File: src/rtl/rvh_l1d_entry_alloc_sched.sv
// Allocation scheduler for L1D tracking entries: grants free entry indices to up to
// REQ_NUM requesters per cycle, lowest free index first, with round-robin port priority.

module one_counter #(
   parameter int N     = 8,
   parameter int CNT_W = $clog2(N) + 1
) (
   input  logic [N-1:0]     vec,
   output logic [CNT_W-1:0] cnt
);
   always_comb begin
      cnt = '0;
      for (int i = 0; i < N; i++) begin
         cnt = cnt + CNT_W'(vec[i]);
      end
   end
endmodule

module rvh_l1d_entry_alloc_sched #(
   parameter int ENTRY_NUM = 8,
   parameter int REQ_NUM   = 2,
   parameter int IDX_W     = (ENTRY_NUM > 1) ? $clog2(ENTRY_NUM) : 1,
   parameter int CNT_W     = $clog2(ENTRY_NUM) + 1
) (
   input  logic                     clk,
   input  logic                     rst,
   input  logic [REQ_NUM-1:0]       req_vld_i,
   output logic [REQ_NUM-1:0]       req_rdy_o,
   output logic [REQ_NUM*IDX_W-1:0] req_idx_o,
   input  logic [ENTRY_NUM-1:0]     rel_vld_i,
   input  logic                     flush_i,
   output logic [ENTRY_NUM-1:0]     busy_vec_o,
   output logic [CNT_W-1:0]         busy_cnt_o,
   output logic [CNT_W-1:0]         free_cnt_o,
   output logic                     full_o,
   output logic                     empty_o
);
   localparam int RR_W = (REQ_NUM > 1) ? $clog2(REQ_NUM) : 1;

   logic [ENTRY_NUM-1:0] busy_q;
   logic [ENTRY_NUM-1:0] busy_nxt;
   logic [CNT_W-1:0]     busy_cnt_q;
   logic [CNT_W-1:0]     busy_cnt_nxt;
   logic [RR_W-1:0]      rr_q;
   logic [RR_W-1:0]      rr_nxt;
   logic [ENTRY_NUM-1:0] avail;
   logic [ENTRY_NUM-1:0] grant_mask;
   logic                 any_gnt;
   logic                 any_deny;
   logic                 found;
   int                   port;
   int                   sel;
   int                   last_gnt;

   // Each requesting port in rotated order takes the lowest entry still available,
   // so the k-th requester gets the k-th lowest free index while entries remain.
   always_comb begin
      avail      = ~busy_q;
      grant_mask = '0;
      req_rdy_o  = '0;
      req_idx_o  = '0;
      any_gnt    = 1'b0;
      any_deny   = 1'b0;
      found      = 1'b0;
      port       = 0;
      sel        = 0;
      last_gnt   = 0;
      for (int k = 0; k < REQ_NUM; k++) begin
         port = int'(rr_q) + k;
         if (port >= REQ_NUM) port = port - REQ_NUM;
         if (req_vld_i[port] && !flush_i && !rst) begin
            found = 1'b0;
            sel   = 0;
            for (int i = 0; i < ENTRY_NUM; i++) begin
               if (!found && avail[i]) begin
                  found = 1'b1;
                  sel   = i;
               end
            end
            if (found) begin
               req_rdy_o[port]                   = 1'b1;
               req_idx_o[port*IDX_W +: IDX_W]    = IDX_W'(sel);
               avail[sel]                        = 1'b0;
               grant_mask[sel]                   = 1'b1;
               any_gnt                           = 1'b1;
               last_gnt                          = port;
            end else begin
               any_deny = 1'b1;
            end
         end
      end
   end

   always_comb begin
      rr_nxt = rr_q;
      if (any_gnt && any_deny) begin
         rr_nxt = (last_gnt + 1 >= REQ_NUM) ? '0 : RR_W'(last_gnt + 1);
      end
   end

   // Grants only cover free entries, so they never overlap a release.
   assign busy_nxt = flush_i ? '0 : ((busy_q & ~rel_vld_i) | grant_mask);

   one_counter #(.N(ENTRY_NUM), .CNT_W(CNT_W)) u_busy_cnt (
      .vec (busy_nxt),
      .cnt (busy_cnt_nxt)
   );

   always_ff @(posedge clk or posedge rst) begin
      if (rst) begin
         busy_q     <= '0;
         busy_cnt_q <= '0;
         rr_q       <= '0;
      end else begin
         busy_q     <= busy_nxt;
         busy_cnt_q <= busy_cnt_nxt;
         rr_q       <= rr_nxt;
      end
   end

   assign busy_vec_o = busy_q;
   assign busy_cnt_o = busy_cnt_q;
   assign free_cnt_o = CNT_W'(ENTRY_NUM) - busy_cnt_q;
   assign full_o     = (busy_cnt_q == CNT_W'(ENTRY_NUM));
   assign empty_o    = (busy_cnt_q == '0);

`ifndef SYNTHESIS
   always @(posedge clk) begin
      if (!rst) begin
         assert (busy_cnt_q == CNT_W'($countones(busy_q)));
         for (int p = 0; p < REQ_NUM; p++) begin
            for (int q = p + 1; q < REQ_NUM; q++) begin
               assert (!(req_rdy_o[p] && req_rdy_o[q] &&
                         req_idx_o[p*IDX_W +: IDX_W] == req_idx_o[q*IDX_W +: IDX_W]));
            end
         end
      end
   end
`endif

endmodule

File: config.mk
export PLATFORM = sky130hd
export DESIGN_NAME = rvh_l1d_entry_alloc_sched
export DESIGN_NICKNAME = d
export VERILOG_FILES = /design/src/rtl/rvh_l1d_entry_alloc_sched.sv
export SDC_FILE = /design/constraint.sdc
export NUM_CORES = 1
export LEC_CHECK = 0
export ABC_AREA = 1
export CORE_MARGIN = 1.5
export CORE_UTILIZATION = 43
export CTS_BUF_LIST = sky130_fd_sc_hd__clkbuf_16
export DETAILED_ROUTE_END_ITERATION = 8
export PLACE_DENSITY = 0.76
export SLEW_MARGIN = 20
export SYNTH_ARGS = -nofsm -noshare
export SYNTH_HDL_FRONTEND = slang
export SYNTH_SLANG_ARGS = --single-unit
File: constraint.sdc
create_clock -name clk -period 3.69 [get_ports clk]
set_clock_uncertainty 0.15 [all_clocks]
set_input_delay 0.5535 -clock clk [delete_from_list [all_inputs] [get_ports clk]]
set_output_delay 0.5535 -clock clk [all_outputs]
set_load 0.01 [all_outputs]
== Word-level counts from Yosys, hierarchy flattened ==
Cells that the tools add are included.

* Bits in registers: 13
* Bits of input ports: 13
* Word-level logic and storage cells: 177

* Add/subtract/negate cells: 14
* Multipliers: 2
* $lt $le $gt $ge: 11
* Equality and inequality tests: 1
* Shifts and indexed selects: 4
* Multiplexer cells: 93
* Bitwise operators: 9
* Reductions and logical operators: 40

{| class="wikitable"
|+ Operators by type and width
! operator !! number
|-
| 32-bit 2-to-1 mux || 20
|-
| 32-bit by 1-bit >= comparator with 1-bit output, second input constant || 4
|-
| 32-bit negator with 33-bit output || 2
|-
| 3-bit by 33-bit variable shift with 6-bit output, first input constant || 2
|-
| 3-bit by 33-bit indexed part select with 6-bit output || 2
|-
| 32-bit by 3-bit < comparator with 1-bit output, second input constant || 2
|-
| 32-bit by 5-bit < comparator with 1-bit output, second input constant || 2
|-
| 32-bit by 3-bit multiplier with 32-bit output, second input constant || 2
|-
| 8-bit 2-to-1 mux || 7
|-
| 1-bit 2-to-1 mux || 53
|-
| 32-bit by 2-bit adder with 32-bit output, second input constant || 1
|-
| 32-bit by 3-bit >= comparator with 1-bit output, second input constant || 1
|-
| 4-bit by 1-bit adder with 4-bit output || 6
|-
| 6-bit 2-to-1 mux || 4
|-
| 8-bit inverter || 3
|-
| 1-bit logical AND || 23
|-
| 8-bit bitwise AND || 2
|-
| 1-bit logical NOT || 16
|-
| 8-bit bitwise OR || 2
|-
| 2-bit 2-to-1 mux || 4
|-
| 6-bit bitwise AND || 1
|-
| 6-bit bitwise mux || 1
|-
| 1-bit demux with 3-bit select || 2
|-
| 4-bit == test, second input constant || 1
|-
| 10 further kinds || 11
|}

== Logic depth before layout (Yosys ltp) ==
* Word-level depth: 90
* Mapped depth: 19

== Hierarchy ==
A second synthesis with hierarchy kept.

* Cell total of the unflattened synthesis: 222
* Area, all modules: 1465.2 µm²

{| class="wikitable"
|+ By module, submodules not included
! module !! instances !! cells each !! area each (µm²) !! sequential area each (µm²)
|-
| rvh_l1d_entry_alloc_sched || 1 || 193 || 1263.7 || 325.3
|-
| one_counter || 1 || 29 || 201.4 || 0.0
|}

== Least setup slack after synthesis ==
Ideal clock, no wire load.

* Kind: input to register
* From: in rst
* To: reg busy_cnt_q[2] (netlist: busy_cnt_o[2])
* Arrival: 3.532 ns
* Data required time: 3.417 ns
* Setup slack: -0.115 ns
* Stages on the path: 15
* Buffers on the path: 0
* Path through: nor2_4 -> o21ai_0 -> a21oi_1 -> inv_1 -> a21oi_1 -> nor2_1 -> nor2_1 -> ha_1 -> inv_1 -> fa_1 -> fa_1 -> inv_1 -> fa_1 -> fa_1 -> xor2_1

* Cells in the longest elaborated chain, start to end: 49

{| class="wikitable"
|+ Ends and longest elaborated chain
! what !! line !! RTL
|-
| start, declared || 26 || <nowiki>input logic rst,</nowiki>
|-
| 1-bit logical NOT (no line) (*) || n/a ||
|-
| 1-bit logical AND || 71 || <nowiki>if (req_vld_i[port] && !flush_i && !rst) begin</nowiki>
|-
| 8-bit 2-to-1 mux || 71 ||
|-
| 1-bit 2-to-1 mux || 75 || <nowiki>if (!found && avail[i]) begin</nowiki>
|-
| 1-bit 2-to-1 mux || 71 ||
|-
| 1-bit logical NOT || 75 ||
|-
| 1-bit logical AND || 75 ||
|-
| 1-bit 2-to-1 mux || 75 ||
|-
| [30 not listed] || n/a ||
|-
| 8-bit 2-to-1 mux || 80 || <nowiki>if (found) begin</nowiki>
|-
| 8-bit 2-to-1 mux (*) || 71 ||
|-
| 8-bit bitwise OR (*) || 102 || <nowiki>assign busy_nxt = flush_i ? '0 : ((busy_q & ~rel_vld_i) | grant_mask);</nowiki>
|-
| 8-bit 2-to-1 mux (*) || 102 ||
|-
| net busy_nxt[0] || 41 || <nowiki>logic [ENTRY_NUM-1:0] busy_nxt;</nowiki>
|-
| 1-bit by 1-bit adder with 2-bit output (*) || 14 || <nowiki>cnt = cnt + CNT_W'(vec[i]);</nowiki>
|-
| 4-bit by 1-bit adder with 4-bit output (*) (6 in a row) || 14 ||
|-
| net busy_cnt_nxt[2] || 43 || <nowiki>logic [CNT_W-1:0] busy_cnt_nxt;</nowiki>
|-
| end signal, assigned || 116 || <nowiki>busy_cnt_q <= busy_cnt_nxt;</nowiki>
|-
| end, declared || 42 || <nowiki>logic [CNT_W-1:0] busy_cnt_q;</nowiki>
|}

Mark *: on every way through the listed nets, which the timed path passes. The rest lies on a longest branch. The select of a mux whose other input is x is not followed.
A chain may end at the register's enable or synchronous reset.

== Worst setup path after layout ==
* From: reg busy_q[0] (netlist: busy_vec_o[0])
* To: reg busy_cnt_q[2] (netlist: busy_cnt_o[2])

{| class="wikitable"
|+ RTL lines
! what !! line !! RTL
|-
| start, declared || 40 || <nowiki>logic [ENTRY_NUM-1:0] busy_q;</nowiki>
|-
| start signal, assigned || 115 || <nowiki>busy_q <= busy_nxt;</nowiki>
|-
| 8-bit inverter (*) || 58 || <nowiki>avail = ~busy_q;</nowiki>
|-
| 1-bit 2-to-1 mux || 75 ||
|-
| 1-bit 2-to-1 mux || 71 ||
|-
| 1-bit logical NOT || 75 ||
|-
| 1-bit logical AND || 75 ||
|-
| 1-bit 2-to-1 mux || 75 ||
|-
| 1-bit 2-to-1 mux || 71 ||
|-
| 1-bit logical NOT || 75 ||
|-
| [65 not listed] || n/a ||
|-
| 8-bit bitwise OR (no line) || n/a ||
|-
| 8-bit 2-to-1 mux || 80 ||
|-
| 8-bit 2-to-1 mux (*) || 71 ||
|-
| 8-bit bitwise OR (*) || 102 ||
|-
| 8-bit 2-to-1 mux (*) || 102 ||
|-
| net busy_nxt[2] || 41 ||
|-
| 4-bit by 1-bit adder with 4-bit output (*) (6 in a row) || 14 ||
|-
| net busy_cnt_nxt[2] || 43 ||
|}

Marks and branches as above.

==> results.md <==
* Pin count of the biggest net entering global routing at 14
* Die ar. at 3560 um2
* Fin crit period at 3.67 ns
* Fin. Hold Viols at 0
* Maximum fanout along the worst path at 4
* Die Span Y at 59.7 um
* Ports at 39
* Vias in the first global route at 1481
* Peak Freq at 0.272 GHz
* IO Port Bufs at 38
* Gr ovfl total at 0
* Final setup vio count at 0
* Yosys cell types at 37
* Yosys reg bits at 13
* Fraction of layout cells with a size suffix above 1 at 40.7%
* Sequential-to-total area share from yosys stat at 23.5%
* Synthesized Nets at 210
* Synth top area share at 23.5%
* Initial antenna violation count at 0
* Unrepaired setup endpoints after global routing: yes
* CP endpoint kind: flop
* CTS tree: done
* Vias at 1584
* Final Slew Violations at 0
* Std-Cell Rows at 20
* Maxcap violations at 0
* Worst path cell trace: inv_2 > nor2_2 > nand3_2 > nand2_2 > buf_6 > nand2_4 > inv_2 > a32oi_2 > a21oi_2 > inv_2 > fa_1 > fa_1 > inv_2 > fa_2 > fa_2 > xor2_1
* Worst path slowest cell: fa_1
* Placed instance count at 295
* Final instance area at 2300 um2
* Final ANT Viol Nets at 0
* Final Util at 75.5%
* GPL Wtd Cong at 0.971
* Critical R2R Launch: busy_vec_o[0]
* TritonCTS buffer count at 3
* Vias per cell at 4.97
* Setup slack after layout at 0.0151 ns
* Post-route DRC violation count at 0
* Layout Nets at 297
* Sinks on Clock Net at 13
* Hpwl dp at 3060 um
* Power Total at 0.000458 W
* Syn_area_per_cell at 7.32 um2
* Routed Wire Length at 4270 um
* Drt first pass iters at 4
* Worst slew pin tran at 0.512 ns
* Area leader, netlist: dfrtp_1
* Initial Util at 45.3%
* WL/cell at 13.4 um
* Status: finished clean
* Worst path max stage delay at 0.51 ns
* Hold Crit Class: in -> async
* Clk buf depth at 2
* Post-Syn Instances at 189
* Number of synthesized flops with an enable pin at 0
* P_leak at 1.24 nW
* Power density over the cells at 199 nW/um2
* First-pass GRT wire length at 6510 um
* CP Launch Type: flop
* H-tree Lvls at 1
* Core footprint at 3050 um2
* Commonest non-fill, non-tap cells in the layout: 44 x buf_4, 32 x clkdlybuf4s50_1, 27 x inv_1, 27 x nand2_1, 23 x nor2_1
* Fin crit share at 99.6%
* Placed Instance Area at 2000 um2
* Number of DRC markers in iteration 0 at 70
* Buffers and inverters on the worst path at 5
* Finished Layout Cells at 319
* GRT Overall Usage at 24.1%
* Setup WS pre-CTS at -0.667 ns
* Clock edge transition at the registers on the reported setup and hold paths at 0.05 ns
* CP dominant cell by count: inv_2
* Fraction of registers with async set/reset at 100%
* Die Span X at 59.7 um
* Peak supply drop at 0.000168 V
* Ant. Diodes at 0
* Synth area leaders: dfrtp_1 24%, inv_1 8.7%, nand2_1 8.7%
* Clock Latency Late Sink at 0.24 ns
* Top Family by Delay on Critical Path: adder cells
* Post-synth top flop: dfrtp_1
* Worst path required time at 3.67 ns
* WP data arrival at 3.65 ns
* Post-Syn Area at 1380 um2
* Worst setup path startpoint: busy_vec_o[0]
* Commonest non-fill, non-tap cell in the layout: buf_4
* Relative slew margins at 65.9%
* Layout area overhead at 66.7%
* Clock root cell: clkbuf_16
* Critical path class: reg -> reg
* Synthesis Warnings at 0
[cell type report]
class,instances,area (um2)
fillers,218,748
inverters,37,144
clock buffers,3,75.1
well taps,44,55.1
flip-flops and latches,13,328
clock inverters,1,3.75
repair buffers,85,729
multi-input cells,136,970
[what timing repair did]
item,in CTS,in global routing
hold endpoints to repair,0,0
cloned,0,0
endpoints found under the setup margin,8,4
resized for setup,34,17
setup buffers,14,6
hold buffers,0,0
pin swaps,15,15
[where the power goes]
part	switching (W)	internal, W
registers	0.00000272	0.000145
clock network	0.0000623	0.000143
logic	0.0000489	0.0000561
total	0.000114	0.000344
[worst reg2reg max path, delay by kind of cell, from the launching register on]
family	cells	cell delay [ns]
AO/OA/AOI/OAI	2	0.33
XOR/XNOR	1	0.14
buffers and inverters	5	0.37
flip-flops	1	0.41
AND/OR/NAND/NOR	4	0.46
adder cells (fa/ha/maj)	4	1.70
[cell usage after synthesis (2+ instances only)]
cell	number
nor4_1	2
o21ai_1	6
o21ai_2	2
nor2_2	3
nor2_1	24
ha_1	4
xor2_1	2
nand2_4	6
nor3_1	3
inv_1	32
o21ai_0	4
fa_1	4
nand2_1	32
nand3_1	11
nor2_4	4
inv_2	4
nand2_2	4
dfrtp_1	13
nand4_1	6
a21oi_1	5
nor3_4	2
[kinds of logic after synthesis]
logic type      share of synthesized area, %
xor+xnor                                1.90
fa+ha+maj                               9.41
compound gates                          10.5
flops                                   23.5
buf+inv                                 12.0
simple gates                            42.6
[routing by layer]
metal | vias up | global-route usage, % | share of wire, %
met5 | - | 0 | 0
met4 | 0 | 4.44 | 1.5
met3 | 6 | 3.90 | 4.2
met2 | 40 | 45.2 | 54
met1 | 755 | 28.8 | 41
li1 | 783 | - | -
[per-stage QoR]
step	TNS, ns	hold slack, ns
6_report	0	0.213
5_1_grt	-0.214	0.278
4_1_cts	-0.0757	0.231
3_5_place_dp	-2.04	0.554
3_3_place_gp	-1.77	0.522
2_1_floorplan	0	0.280
[registers in the layout (all words and copies together), names as in the netlist, named ones only]
register	cells
busy_cnt_o	4
busy_vec_o	8
[final timing paths]
check,endpoint,slack (ns),cells past startpoint
worst min register to register,busy_vec_o[0],0.51,3
worst max-delay path,busy_cnt_o[2],0.02,16
worst max register to register,busy_cnt_o[2],0.02,16
min in group clk,busy_vec_o[0],0.51,3
worst min-delay path,asynchronous set/reset pin,0.21,2
max in group asynchronous,busy_vec_o[0],2.80,2
Note: power is estimated with default switching activity, not from simulation.
